==> src/rtl/pc_pkg.sv <==
`default_nettype none
// ============================================================================
//  Module      : pc_pkg
//  Description : Shared definitions for the program-counter unit: next-PC
//                source encoding and default geometry constants.
//  Revision    : 1.0 - initial release
// ============================================================================
package pc_pkg;

    localparam int PC_WIDTH_DEF        = 20;
    localparam int PC_INC_DEF          = 1;
    localparam int PC_DEPTH_DEF        = 4;
    localparam int PC_RESET_VECTOR_DEF = 0;

    // Next-PC source, listed lowest to highest priority
    typedef enum logic [2:0] {
        SRC_SEQ  = 3'd0,
        SRC_BR   = 3'd1,
        SRC_JMP  = 3'd2,
        SRC_CALL = 3'd3,
        SRC_RET  = 3'd4
    } next_src_e;

endpackage : pc_pkg
`default_nettype wire

==> src/rtl/ras_stack.sv <==
`default_nettype none
// ============================================================================
//  Module      : ras_stack
//  Description : Circular return-address stack. A push while full overwrites
//                the oldest entry; a pop while empty leaves state unchanged.
//                overflow/underflow are single-cycle event strobes.
//  Revision    : 1.0 - initial release
// ============================================================================
module ras_stack #(
    parameter int WIDTH = 20,
    parameter int DEPTH = 4
) (
    input  logic             clk,
    input  logic             reset,
    input  logic             push,
    input  logic             pop,
    input  logic [WIDTH-1:0] push_data,
    output logic [WIDTH-1:0] top_data,
    output logic             full,
    output logic             empty,
    output logic             overflow,
    output logic             underflow
);
    import pc_pkg::*;

    localparam int PW = (DEPTH > 1) ? $clog2(DEPTH) : 1;
    localparam int CW = PW + 1;

    localparam logic [PW-1:0] C_PTR_ONE   = PW'(1);
    localparam logic [CW-1:0] C_CNT_ONE   = CW'(1);
    localparam logic [CW-1:0] C_CNT_DEPTH = CW'(DEPTH);

    logic [PW-1:0]    ptr_q, ptr_d;
    logic [CW-1:0]    cnt_q, cnt_d;
    logic [WIDTH-1:0] mem_q [DEPTH];
    logic [WIDTH-1:0] mem_d [DEPTH];

    assign full      = (cnt_q == C_CNT_DEPTH);
    assign empty     = (cnt_q == '0);
    assign overflow  = push & full;
    assign underflow = pop & empty;
    // ptr is a power-of-two index, so the subtraction wraps onto the newest entry
    assign top_data  = mem_q[ptr_q - C_PTR_ONE];

    // Next stack state: push wins over pop; a full push keeps count saturated
    always_comb begin
        mem_d = mem_q;
        ptr_d = ptr_q;
        cnt_d = cnt_q;
        if (push) begin
            mem_d[ptr_q] = push_data;
            ptr_d        = ptr_q + C_PTR_ONE;
            if (!full) begin
                cnt_d = cnt_q + C_CNT_ONE;
            end
        end else if (pop && !empty) begin
            ptr_d = ptr_q - C_PTR_ONE;
            cnt_d = cnt_q - C_CNT_ONE;
        end
    end

    // Stack registers; entries are cleared too so no undefined value can leak out
    always_ff @(posedge clk or negedge reset) begin
        if (!reset) begin
            ptr_q <= '0;
            cnt_q <= '0;
            for (int i = 0; i < DEPTH; i++) begin
                mem_q[i] <= '0;
            end
        end else begin
            ptr_q <= ptr_d;
            cnt_q <= cnt_d;
            mem_q <= mem_d;
        end
    end

endmodule : ras_stack
`default_nettype wire

==> src/rtl/pc_unit.sv <==
`default_nettype none
// ============================================================================
//  Module      : pc_unit
//  Description : Fetch-stage program counter with prioritised next-PC select
//                (ret > call > jump > branch > sequential), a return-address
//                stack and sticky RAS overflow/underflow flags.
//  Revision    : 1.0 - initial release
// ============================================================================
module pc_unit
    import pc_pkg::*;
#(
    parameter int               WIDTH        = PC_WIDTH_DEF,
    parameter int               INC          = PC_INC_DEF,
    parameter int               DEPTH        = PC_DEPTH_DEF,
    parameter logic [WIDTH-1:0] RESET_VECTOR = WIDTH'(PC_RESET_VECTOR_DEF)
) (
    input  logic             clk,
    input  logic             reset,
    input  logic             stall,
    input  logic             branch_taken,
    input  logic [WIDTH-1:0] branch_target,
    input  logic             jump,
    input  logic             call,
    input  logic             ret,
    input  logic [WIDTH-1:0] jump_target,
    input  logic             clr_err,
    output logic [WIDTH-1:0] pc,
    output logic [WIDTH-1:0] pc_plus,
    output logic             ras_empty,
    output logic             ras_full,
    output logic             ras_overflow,
    output logic             ras_underflow
);

    localparam logic [WIDTH-1:0] C_INC = WIDTH'(INC);

    logic [WIDTH-1:0] pc_q, pc_d;
    logic             ovf_q, ovf_d;
    logic             udf_q, udf_d;
    next_src_e        w_src;
    logic             w_push, w_pop;
    logic [WIDTH-1:0] w_ras_top;
    logic             w_ras_ovf, w_ras_udf;

    assign pc            = pc_q;
    assign pc_plus       = pc_q + C_INC;
    assign ras_overflow  = ovf_q;
    assign ras_underflow = udf_q;

    // Priority encode the requested next-PC source
    always_comb begin
        w_src = SRC_SEQ;
        if (ret) begin
            w_src = SRC_RET;
        end else if (call) begin
            w_src = SRC_CALL;
        end else if (jump) begin
            w_src = SRC_JMP;
        end else if (branch_taken) begin
            w_src = SRC_BR;
        end
    end

    assign w_push = !stall && (w_src == SRC_CALL);
    assign w_pop  = !stall && (w_src == SRC_RET);

    ras_stack #(
        .WIDTH (WIDTH),
        .DEPTH (DEPTH)
    ) u_ras (
        .clk       (clk),
        .reset     (reset),
        .push      (w_push),
        .pop       (w_pop),
        .push_data (pc_plus),
        .top_data  (w_ras_top),
        .full      (ras_full),
        .empty     (ras_empty),
        .overflow  (w_ras_ovf),
        .underflow (w_ras_udf)
    );

    // Next PC and sticky flags; a set in the same cycle as clr_err wins
    always_comb begin
        pc_d = pc_q;
        if (!stall) begin
            unique case (w_src)
                SRC_RET:          pc_d = ras_empty ? pc_plus : w_ras_top;
                SRC_CALL, SRC_JMP: pc_d = jump_target;
                SRC_BR:           pc_d = branch_target;
                default:          pc_d = pc_plus;
            endcase
        end
        ovf_d = w_ras_ovf | (ovf_q & ~clr_err);
        udf_d = w_ras_udf | (udf_q & ~clr_err);
    end

    // PC and flag registers
    always_ff @(posedge clk or negedge reset) begin
        if (!reset) begin
            pc_q  <= RESET_VECTOR;
            ovf_q <= 1'b0;
            udf_q <= 1'b0;
        end else begin
            pc_q  <= pc_d;
            ovf_q <= ovf_d;
            udf_q <= udf_d;
        end
    end

endmodule : pc_unit
`default_nettype wire
==> config.mk <==
export PLATFORM = sky130hd
export DESIGN_NAME = pc_unit
export DESIGN_NICKNAME = d
export VERILOG_FILES = /design/src/rtl/pc_pkg.sv /design/src/rtl/ras_stack.sv /design/src/rtl/pc_unit.sv
export SDC_FILE = /design/constraint.sdc
export NUM_CORES = 1
export LEC_CHECK = 0
export ABC_CLOCK_PERIOD_IN_PS = 3900
export BUFFER_PORTS_ARGS = -buffer_cell sky130_fd_sc_hd__buf_2
export CAP_MARGIN = 40
export CORE_MARGIN = 5
export CORE_UTILIZATION = 43
export CTS_CLUSTER_DIAMETER = 60
export DETAILED_ROUTE_END_ITERATION = 12
export GPL_TIMING_DRIVEN = 0
export SYNTH_ARGS = -nofsm -noshare
export SYNTH_HDL_FRONTEND = slang
export SYNTH_SLANG_ARGS = --single-unit
==> constraint.sdc <==
create_clock -name clk -period 3.9 [get_ports clk]
set_input_delay 0.195 -clock clk [delete_from_list [all_inputs] [get_ports clk]]
set_output_delay 0.195 -clock clk [all_outputs]
set_load 0.01 [all_outputs]
; Yosys cells after proc, flatten, opt, wreduce, memory -nomap -nowiden
; Index checks and enable logic that the tools add are counted.
[word_totals]
register_bits = 107
in_bits = 48
wordCells = 59
[op_classes]
add_sub_neg = 5
magnitude_cmp = 3
n_eq_ne = 6
muxes = 17
bitwise_logic = 9
n_reduce_logical = 10
[op_table]
columns = cell, n
row1 = 80-bit bitwise mux, 1
row2 = 20-bit two-way mux, 4
row3 = 20-bit case mux with 3 select lines, 1
row4 = 20-bit binary-select mux with 2-bit select, 1
row5 = 20-bit demux with 2-bit select, 1
row6 = "20-bit by 1-bit adder with 20-bit output, second input constant", 1
row7 = 3-bit two-way mux, 4
row8 = 2-bit two-way mux, 4
row9 = "3-bit by 2-bit equality test with 1-bit output, second input constant", 2
row10 = "3-bit equality test, second input constant", 2
row11 = "3-bit greater-or-equal comparator, second input constant", 2
row12 = 2-bit inverter with 3-bit output, 2
row13 = 1-bit bitwise AND, 4
row14 = 1-bit logical AND, 4
row15 = "3-bit by 1-bit adder with 3-bit output, second input constant", 1
row16 = "3-bit by 1-bit equality test with 1-bit output, second input constant", 1
row17 = 3-bit zero test, 1
row18 = "3-bit by 1-bit < comparator with 1-bit output, second input constant", 1
row19 = "3-bit by 1-bit subtractor with 3-bit output, second input constant", 1
row20 = "2-bit by 1-bit adder with 2-bit output, second input constant", 1
row21 = 1-bit zero test, 2
row22 = "2-bit != test, second input constant", 1
row23 = 1-bit bitwise OR, 2
row24 = 2-bit AND reduction, 1
row25 = 5 further kinds, 5

; Depth between registers and ports, before layout
; Gate-level depths: netlist of the first run.
[depth]
depth_word = 9
mapped_depth = 9
ltp_nobuf = 7

; Modules after synthesis
; Synthesis of the first run repeated with hierarchy kept, for this count alone.
[unflattened]
cells_unflattened = 525
hier_area_um2 = 5950.7
[modules_own_cells]
columns = mod, instances, cells_each, area_per_inst_um2
row1 = ras_stack, 1, 238, 3834.9
row2 = pc_unit, 1, 287, 2115.8

; Least setup slack after synthesis of the first run
; No wires, ideal clock.
[synth_path]
kind = reg-to-reg
startpoint = register u_ras.ptr_q[0]
endpoint = register pc_q[7], in the netlist pc[7]
arrival_ns = 2.384
t_required_ns = 3.779
slack_ns = 1.395
stages_incl_launch_ff = 8
path_buffers = 2
path_cell_list = dfrtp_1 -> buf_2 -> inv_1 -> ha_1 -> clkbuf_1 -> mux4_2 -> a221o_1 -> o22a_1
[synth_between]
elab_chain_cells = 7
[synth_rtl]
columns = element, line_no
row1 = from (decl), ras_stack.sv:33  ; logic [PW-1:0] ptr_q, ptr_d;
row2 = from (signal assigned), ras_stack.sv:71  ; ptr_q <= ptr_d;
row3 = 2-bit by 1-bit subtractor with 2-bit output, ras_stack.sv:43  ; assign top_data = mem_q[ptr_q - C_PTR_ONE];
row4 = 2-bit inverter with 3-bit output (implied by the code), ras_stack.sv:43
row5 = 20-bit binary-select mux with 2-bit select, ras_stack.sv:43
row6 = 20-bit two-way mux (implied by the code) (2 in series), ras_stack.sv:43
row7 = 20-bit two-way mux, pc_unit.sv:88  ; SRC_RET: pc_d = ras_empty ? pc_plus : w_ras_top;
row8 = 20-bit case mux with 3 select lines, pc_unit.sv:87  ; unique case (w_src)
row9 = to (signal assigned), pc_unit.sv:105  ; pc_q <= pc_d;
row10 = to (decl), pc_unit.sv:37  ; logic [WIDTH-1:0] pc_q, pc_d;
; No other way between the ends. The select of a mux whose other input is x is not followed.
; A chain may end at the register's enable or synchronous reset.

; Final worst setup path of the first run
; Ends and elaborated chain as after synthesis.

==> results of run 1 <==
==> metal layers <==
| metal | global-route usage (%) | routed length, um |
|---|---|---|
| met3 | 3.96 | 1330 |
| met1 | 32.3 | 8330 |
| met4 | 10.7 | 544 |
| met5 | 0 | 14 |
| met2 | 37.9 | 8880 |
==> flip-flops by register name, indices dropped and copies added, names as in the netlist <==
signal         flops
ras_underflow      1
pc                20
ras_overflow       1
u_ras.mem_q       80
u_ras.ptr_q        2
u_ras.cnt_q        3
==> synth_stat cells (3+ instances only) <==
cell and n:
nand3_1 11, mux2_2 7, xor2_1 6, mux2i_1 4, inv_1 32, a31oi_1 3, o221ai_1 5, nand2_1 76
ha_1 6, and2_1 4, nor4_1 3, nor2_1 74, dfrtp_1 107, buf_2 10, nand4_1 5, xnor2_1 16
a22oi_1 4, o22ai_1 9, and3_1 3, mux4_2 20, a211oi_1 3, clkbuf_1 29, or3_1 4, nor3b_1 3
o22a_1 4, a21oi_1 56, nor3_1 10, a21o_1 3, buf_1 7, o211ai_1 6, or4b_2 6, o21ai_0 65
==> report_power, final <==
group / switching (mW) / internal [mW]
logic: 1.50 / 1.12
registers: 0.416 / 1.63
clock network: 0.426 / 0.522
total: 2.35 / 3.28
==> timing repair <==
action / in CTS / in global routing
hold buffers: 1 / 0
endpoints found under the hold margin: 107 / 0
resized for setup: 0 / 0
==> cell families (layout without fill, tap and decap cells) <==
kind of cell	count (synthesis)	count (layout)	synth area share, %
AO/OA/AOI/OAI	180	180	18.3
XOR/XNOR	22	22	3.26
adder cells (fa/ha/maj)	6	6	1.27
buffers and inverters	79	188	5.23
flip-flops	107	107	45.3
multiplexers	31	31	9.64
AND/OR/NAND/NOR	211	211	16.9
==> per-stage QoR <==
step	utilization [%]	setup WS, ps	hold slack [ps]	cell area (sq um)
2_1_floorplan	-	1390	-101	5900
3_3_place_gp	49.2	836	402	6570
3_5_place_dp	49.7	832	240	6630
4_1_cts	52.0	810	30.6	6940
5_1_grt	52.0	630	36.7	6940
6_report	52.0	780	38.6	6940
==> final cells by class <==
type | instances | area, sq um
buffer | 46 | 185
clock buffer | 12 | 246
clock inverter | 4 | 55.1
fill | 1293 | 6400
inverter | 33 | 124
multi-input combinational | 450 | 2920
sequential | 107 | 2680
tap | 176 | 220
timing repair buffer | 93 | 518
==> how the worst max path moves through the flow <==
stage | from | to | slack, ps | cells after the start
2_1_floorplan | u_ras.ptr_q[0] | pc[7] | 1390 | 7
3_3_place_gp | u_ras.ptr_q[0] | pc[17] | 840 | 7
3_5_place_dp | u_ras.ptr_q[0] | pc[7] | 830 | 7
4_1_cts | u_ras.ptr_q[0] | pc[7] | 810 | 7
5_1_grt | u_ras.ptr_q[0] | pc[10] | 630 | 9
6_report | u_ras.ptr_q[0] | pc[7] | 780 | 7
==> Implementation_results.wiki, run 1 <==
{| class="wikitable"
! Metric !! Value
|-
| CTS buffer count || 9
|-
| Final slew viol count || 0
|-
| Global route overflow || 0
|-
| Highest net fanout along the worst path || 10
|-
| Layout area overhead || 17.6%
|-
| DR WL/cell || 20.7 um
|-
| Startpoint of the most critical hold path || clr_err
|-
| Number of remaining DRC errors || 0
|-
| Largest vdd supply drop || about 350 uV
|-
| Worst path slowest cell || clkbuf_1
|-
| Setup-violating endpoint count in the final report || 0
|-
| Data required time of the worst path || 4150 ps
|-
| P_leak || 3.09 nW
|-
| Gate count of the mapped netlist || 636
|-
| First DRT Iteration DRCs || just over 600
|-
| Number of diodes added for antenna fixing || 0
|-
| # rows || 42
|-
| Worst EP arrival || around 3400 ps
|-
| Register-to-Register Path Depth || 7
|-
| Clk_skew || roughly 8 ps
|-
| Element type at the critical path start || flop
|-
| Sink Count || 107
|-
| Most instantiated flip-flop cell in the synthesis netlist || dfrtp_1
|-
| Clk slew on worst S/H paths || roughly 70 ps
|-
| Buffers and inverters on the worst path || 3
|-
| Outcome || completed
|-
| Kind of critical path || flop to flop
|-
| Ys async rst share || between 90% and 100%
|-
| Skew-Pair Late Insertion Delay || 350 ps
|-
| Final critical-path share of the clock period || 80.0%
|-
| Area of the die || about 0.016 sq mm
|-
| Total Power Consumption || around 5.6 mW
|-
| CP max stage delay || around 610 ps
|-
| Most common cell after layout, fill and taps aside || dfrtp_1
|-
| Buffers added on ports || 89
|-
| Actual transition at the worst max-transition pin || approximately 770 ps
|-
| Setup TNS || 0 ps
|-
| Count of yosys warnings during synthesis || 0
|-
| Hold path cells || 2
|-
| Final layout net count || roughly 790
|-
| Number of levels in the clock H-tree || 3
|-
| Post-synthesis sequential element count || 107
|-
| I/O pin count || just over 90
|-
| Maximum clock insertion buffer count || 2
|-
| Cells along the critical path || buf_2, inv_1, ha_1, clkbuf_1, mux4_2, a221o_1, o22a_1
|-
| Summed instance area of the synthesized netlist || between 0.005 and 0.006 sq mm
|-
| Dpl hpwl || 13800 um
|-
| Flop2flop setup slack || between 700 and 800 ps
|-
| Share of synthesized area occupied by flip-flops and latches || approximately 45%
|-
| Post-synth top area cell || dfrtp_1
|-
| Placed Cells incl. Taps || approximately 900
|-
| Unrepaired setup endpoints after global routing || false
|-
| Largest cells by area after synthesis || dfrtp_1 (45%), mux4_2 (7.6%), o21ai_0 (5.5%)
|-
| Power per cell area || 810 mW/mm^2
|-
| Share of the synthesized area in the top cell type || 45.3%
|-
| Worst reg2reg path startpoint || u_ras.ptr_q[0]
|-
| Last weighted congestion value of the routability-driven placer || 0.882
|-
| Overall global routing resource usage || 23.9%
|-
| Vias || between 5000 and 6000
|-
| Width of the die || around 130 um
|-
| Tmin final || about 3100 ps
|-
| Kind of cell with the highest combined delay on the critical path || buffers and inverters
|-
| Post-synthesis net count || between 600 and 700
|-
| Post-CTS Setup Inserts || 0
|-
| Max-cap violations || 0
|-
| Root cell of the clock tree || clkbuf_16
|-
| Antenna viol nets, final || 0
|-
| End of the worst register-to-register path || pc[7]
|-
| Distinct cell type count of the synthesized netlist || 60
|-
| First-pass GRT wire length || approximately 30000 um
|-
| Mean cell area of the mapped netlist || a little over 9 sq um
|-
| Core Footprint || 0.0133 sq mm
|-
| Maximum frequency from static timing analysis || 321 MHz
|-
| Clock tree from TritonCTS || done
|-
| Antenna violations before repair || 1
|-
| Fraction of final layout cells sized beyond drive strength 1 || a little over a fifth
|-
| Highest-count cells in the layout ignoring fill and taps || dfrtp_1 (107), buf_2 (99), nand2_1 (76)
|-
| Type of element capturing the critical path || flop
|-
| Total iterations of the first detailed-routing run || 5
|-
| Fin. Hold Viols || 0
|-
| Via count of the first global-routing pass || between 5000 and 6000
|-
| DIE HEIGHT || between 100 and 150 um
|-
| Slew HR || between 40 and 50%
|-
| Endpoint of the worst hold-timing path || ras_underflow
|-
| Count of flip-flops with a built-in enable after synthesis || 0
|-
| Routed via count divided by cell count || around 5.9
|-
| Pin count of the biggest net entering global routing || 57
|-
| Final Non-Filler Cells || between 900 and 1000
|-
| Final routed wirelength across all metal layers || about 19000 um
|-
| HP Class || primary input to flop
|-
| Starting Density || around 44%
|}
(Power assumes the default switching activity.)
==> run 2: changes to the inputs <==
ABC_CLOCK_PERIOD_IN_PS = 2800   (was 3900)
PLACE_DENSITY = 0.66   (was default)
clock period = 2.8 ns   (was 3.9 ns; I/O delays follow)
==> Implementation_results.wiki, run 2 (synthesis gave the netlist of run 1 again) <==
{| class="wikitable"
! Metric !! Value
|-
| Outcome || completed
|-
| Global route overflow || 0
|-
| Worst EP arrival || 2530 ps
|-
| Maximum frequency from static timing analysis || 374 MHz
|-
| P_leak || 3.13 nW
|-
| Dpl hpwl || roughly 13000 um
|-
| Area of the die || 0.0162 sq mm
|-
| Number of levels in the clock H-tree || 3
|-
| Setup TNS || 0 ps
|-
| Clock tree from TritonCTS || done
|-
| Width of the die || approximately 130 um
|-
| DR WL/cell || 20.2 um
|-
| CTS buffer count || 9
|-
| Highest net fanout along the worst path || 6
|-
| Core Footprint || between 0.01 and 0.015 sq mm
|-
| Buffers added on ports || about 90
|-
| Number of filler cells placed in the layout || about 1200
|-
| Final Hold Slack || between 200 and 250 ps
|-
| I/O pin count || 92
|-
| Flop2flop setup slack || around 200 ps
|-
| Setup-violating endpoint count in the final report || 0
|-
| End of the worst register-to-register path || pc[7]
|-
| Antenna violations before repair || 0
|-
| Startpoint of the most critical hold path || jump_target[4]
|-
| Clk_skew || around 8.6 ps
|-
| CP max stage delay || 460 ps
|-
| Fin. Hold Viols || 0
|-
| Final slew viol count || 0
|-
| Slew HR || a little over half
|-
| Element type at the critical path start || flop
|-
| Number of diodes added for antenna fixing || 0
|-
| Root cell of the clock tree || clkbuf_16
|-
| Fraction of final layout cells sized beyond drive strength 1 || between 20% and 30%
|-
| Most common cell after layout, fill and taps aside || dfrtp_1
|-
| DIE HEIGHT || ~130 um
|-
| Antenna viol nets, final || 0
|-
| Last weighted congestion value of the routability-driven placer || ~0.9
|-
| Final layout net count || 797
|-
| Non-Filler Cell Area, Final || ~0.0070 sq mm
|-
| HP Class || primary input to flop
|-
| Total iterations of the first detailed-routing run || 7
|-
| Pin count of the biggest net entering global routing || 55
|-
| Worst setup slack before clock tree synthesis || -330 ps
|-
| Final routed wirelength across all metal layers || between 15000 and 20000 um
|-
| Final Non-Filler Cells || a little over 900
|-
| Sink Count || 107
|-
| Power per cell area || between 1000 and 1500 mW/mm^2
|-
| Placed cell area || between 0.006 and 0.007 sq mm
|-
| Cells along the critical path || ha_2, nand3_1, nor4_4, and2_1, xnor2_1, inv_1, buf_2
|-
| First-pass GRT wire length || around 29000 um
|-
| Endpoint of the worst hold-timing path || pc[4]
|-
| Kind of critical path || flop to output pin
|-
| Highest-count cells in the layout ignoring fill and taps || dfrtp_1 (106), buf_2 (99), nand2_1 (76)
|-
| # rows || 42
|-
| Skew-Pair Late Insertion Delay || between 300 and 400 ps
|-
| Final critical-path share of the clock period || between 90% and 100%
|-
| Reg area || around 0.0027 sq mm
|-
| Combined area of the multi-input logic cells || slightly below 0.003 sq mm
|-
| Largest vdd supply drop || about 360 uV
|-
| Clk slew on worst S/H paths || around 70 ps
|-
| Largest register FFs || 80
|-
| Routed via count divided by cell count || about 6
|-
| Overall global routing resource usage || a little under a quarter
|-
| Worst path slowest cell || dfrtp_1
|-
| Max-cap violations || 0
|-
| Data required time of the worst path || approximately 2700 ps
|-
| Maximum clock insertion buffer count || 2
|-
| Final setup margin || 129 ps
|-
| Utilization after layout || between 50% and 60%
|-
| Layout area overhead || 18.6%
|-
| Type of element capturing the critical path || output pin
|-
| First DRT Iteration DRCs || between 600 and 700
|-
| Total Power Consumption || between 7 and 8 mW
|-
| Placed Cells incl. Taps || 903
|-
| Actual transition at the worst max-transition pin || between 700 and 800 ps
|-
| Via count of the first global-routing pass || 5294
|-
| Starting Density || approximately 44%
|-
| Hold path cells || 4
|-
| Register-to-Register Path Depth || 7
|-
| Worst reg2reg path startpoint || u_ras.ptr_q[0]
|-
| Vias || 5446
|-
| Largest register by flop count || u_ras.mem_q
|-
| Number of remaining DRC errors || 0
|-
| Unrepaired setup endpoints after global routing || false
|-
| Tmin final || about 2700 ps
|}
-- run 2: cell types whose count changed in the layout (fill, tap and decap cells not counted), sizes merged --
cell and delta:
dlygate4sd3 +1, clkbuf -3, clkinvlp -1, clkinv +3, bufinv +1, buf +2
-- run 2: worst max-delay path: cells and delay by family (launching register included) --
kind	cells	cell delay, ps
XOR/XNOR	1	280
adder cells (fa/ha/maj)	1	300
buffers and inverters	2	270
flip-flops	1	460
AND/OR/NAND/NOR	3	870
-- run 2: worst max path at each step --
stage / start / end / slack, ps / depth (start not counted)
4_1_cts: pc[3] / pc_plus[19] / 30 / 7
6_report: pc[1] / pc_plus[18] / 130 / 7
3_3_place_gp: u_ras.ptr_q[0] / pc[17] / -290 / 7
3_5_place_dp: u_ras.ptr_q[0] / pc[17] / -330 / 7
5_1_grt: pc[3] / pc_plus[17] / 4 / 8
2_1_floorplan: u_ras.ptr_q[0] / pc[7] / 290 / 7
-- run 2: power breakdown --
part | leakage (nW) | switching (mW) | internal [mW]
Combinational | 1.67 | 2.10 | 1.59
Sequential | 1.30 | 0.588 | 2.27
Clock | 0.162 | 0.606 | 0.793
Total | 3.13 | 3.29 | 4.66
-- run 2: area by class of cell --
cell class / instances / share of cell area, %
Inverter: 33 / 1.77
Sequential cell: 107 / 38.3
Clock inverter: 7 / 1.41
Timing Repair Buffer: 96 / 7.47
Buffer: 46 / 2.81
Clock buffer: 9 / 3.22
Multi-Input combinational cell: 450 / 41.9
Tap cell: 176 / 3.14
-- run 2: what timing repair did --
action / in CTS / in global routing
hold buffers: 2 / 0
buffers inserted: 0 / 3
endpoints found under the hold margin: 55 / 0
setup endpoints to repair: 20 / 13
resized for setup: 4 / 6
pin swaps: 1 / 2
-- run 2: per-layer routing --
metal	GRT usage, %	vias to the layer above	share of wire [%]
li1	-	2466	-
met1	31.2	2641	42
met2	36.4	294	46
met3	4.59	45	8.5
met4	9.53	0	3.2
met5	0	-	0
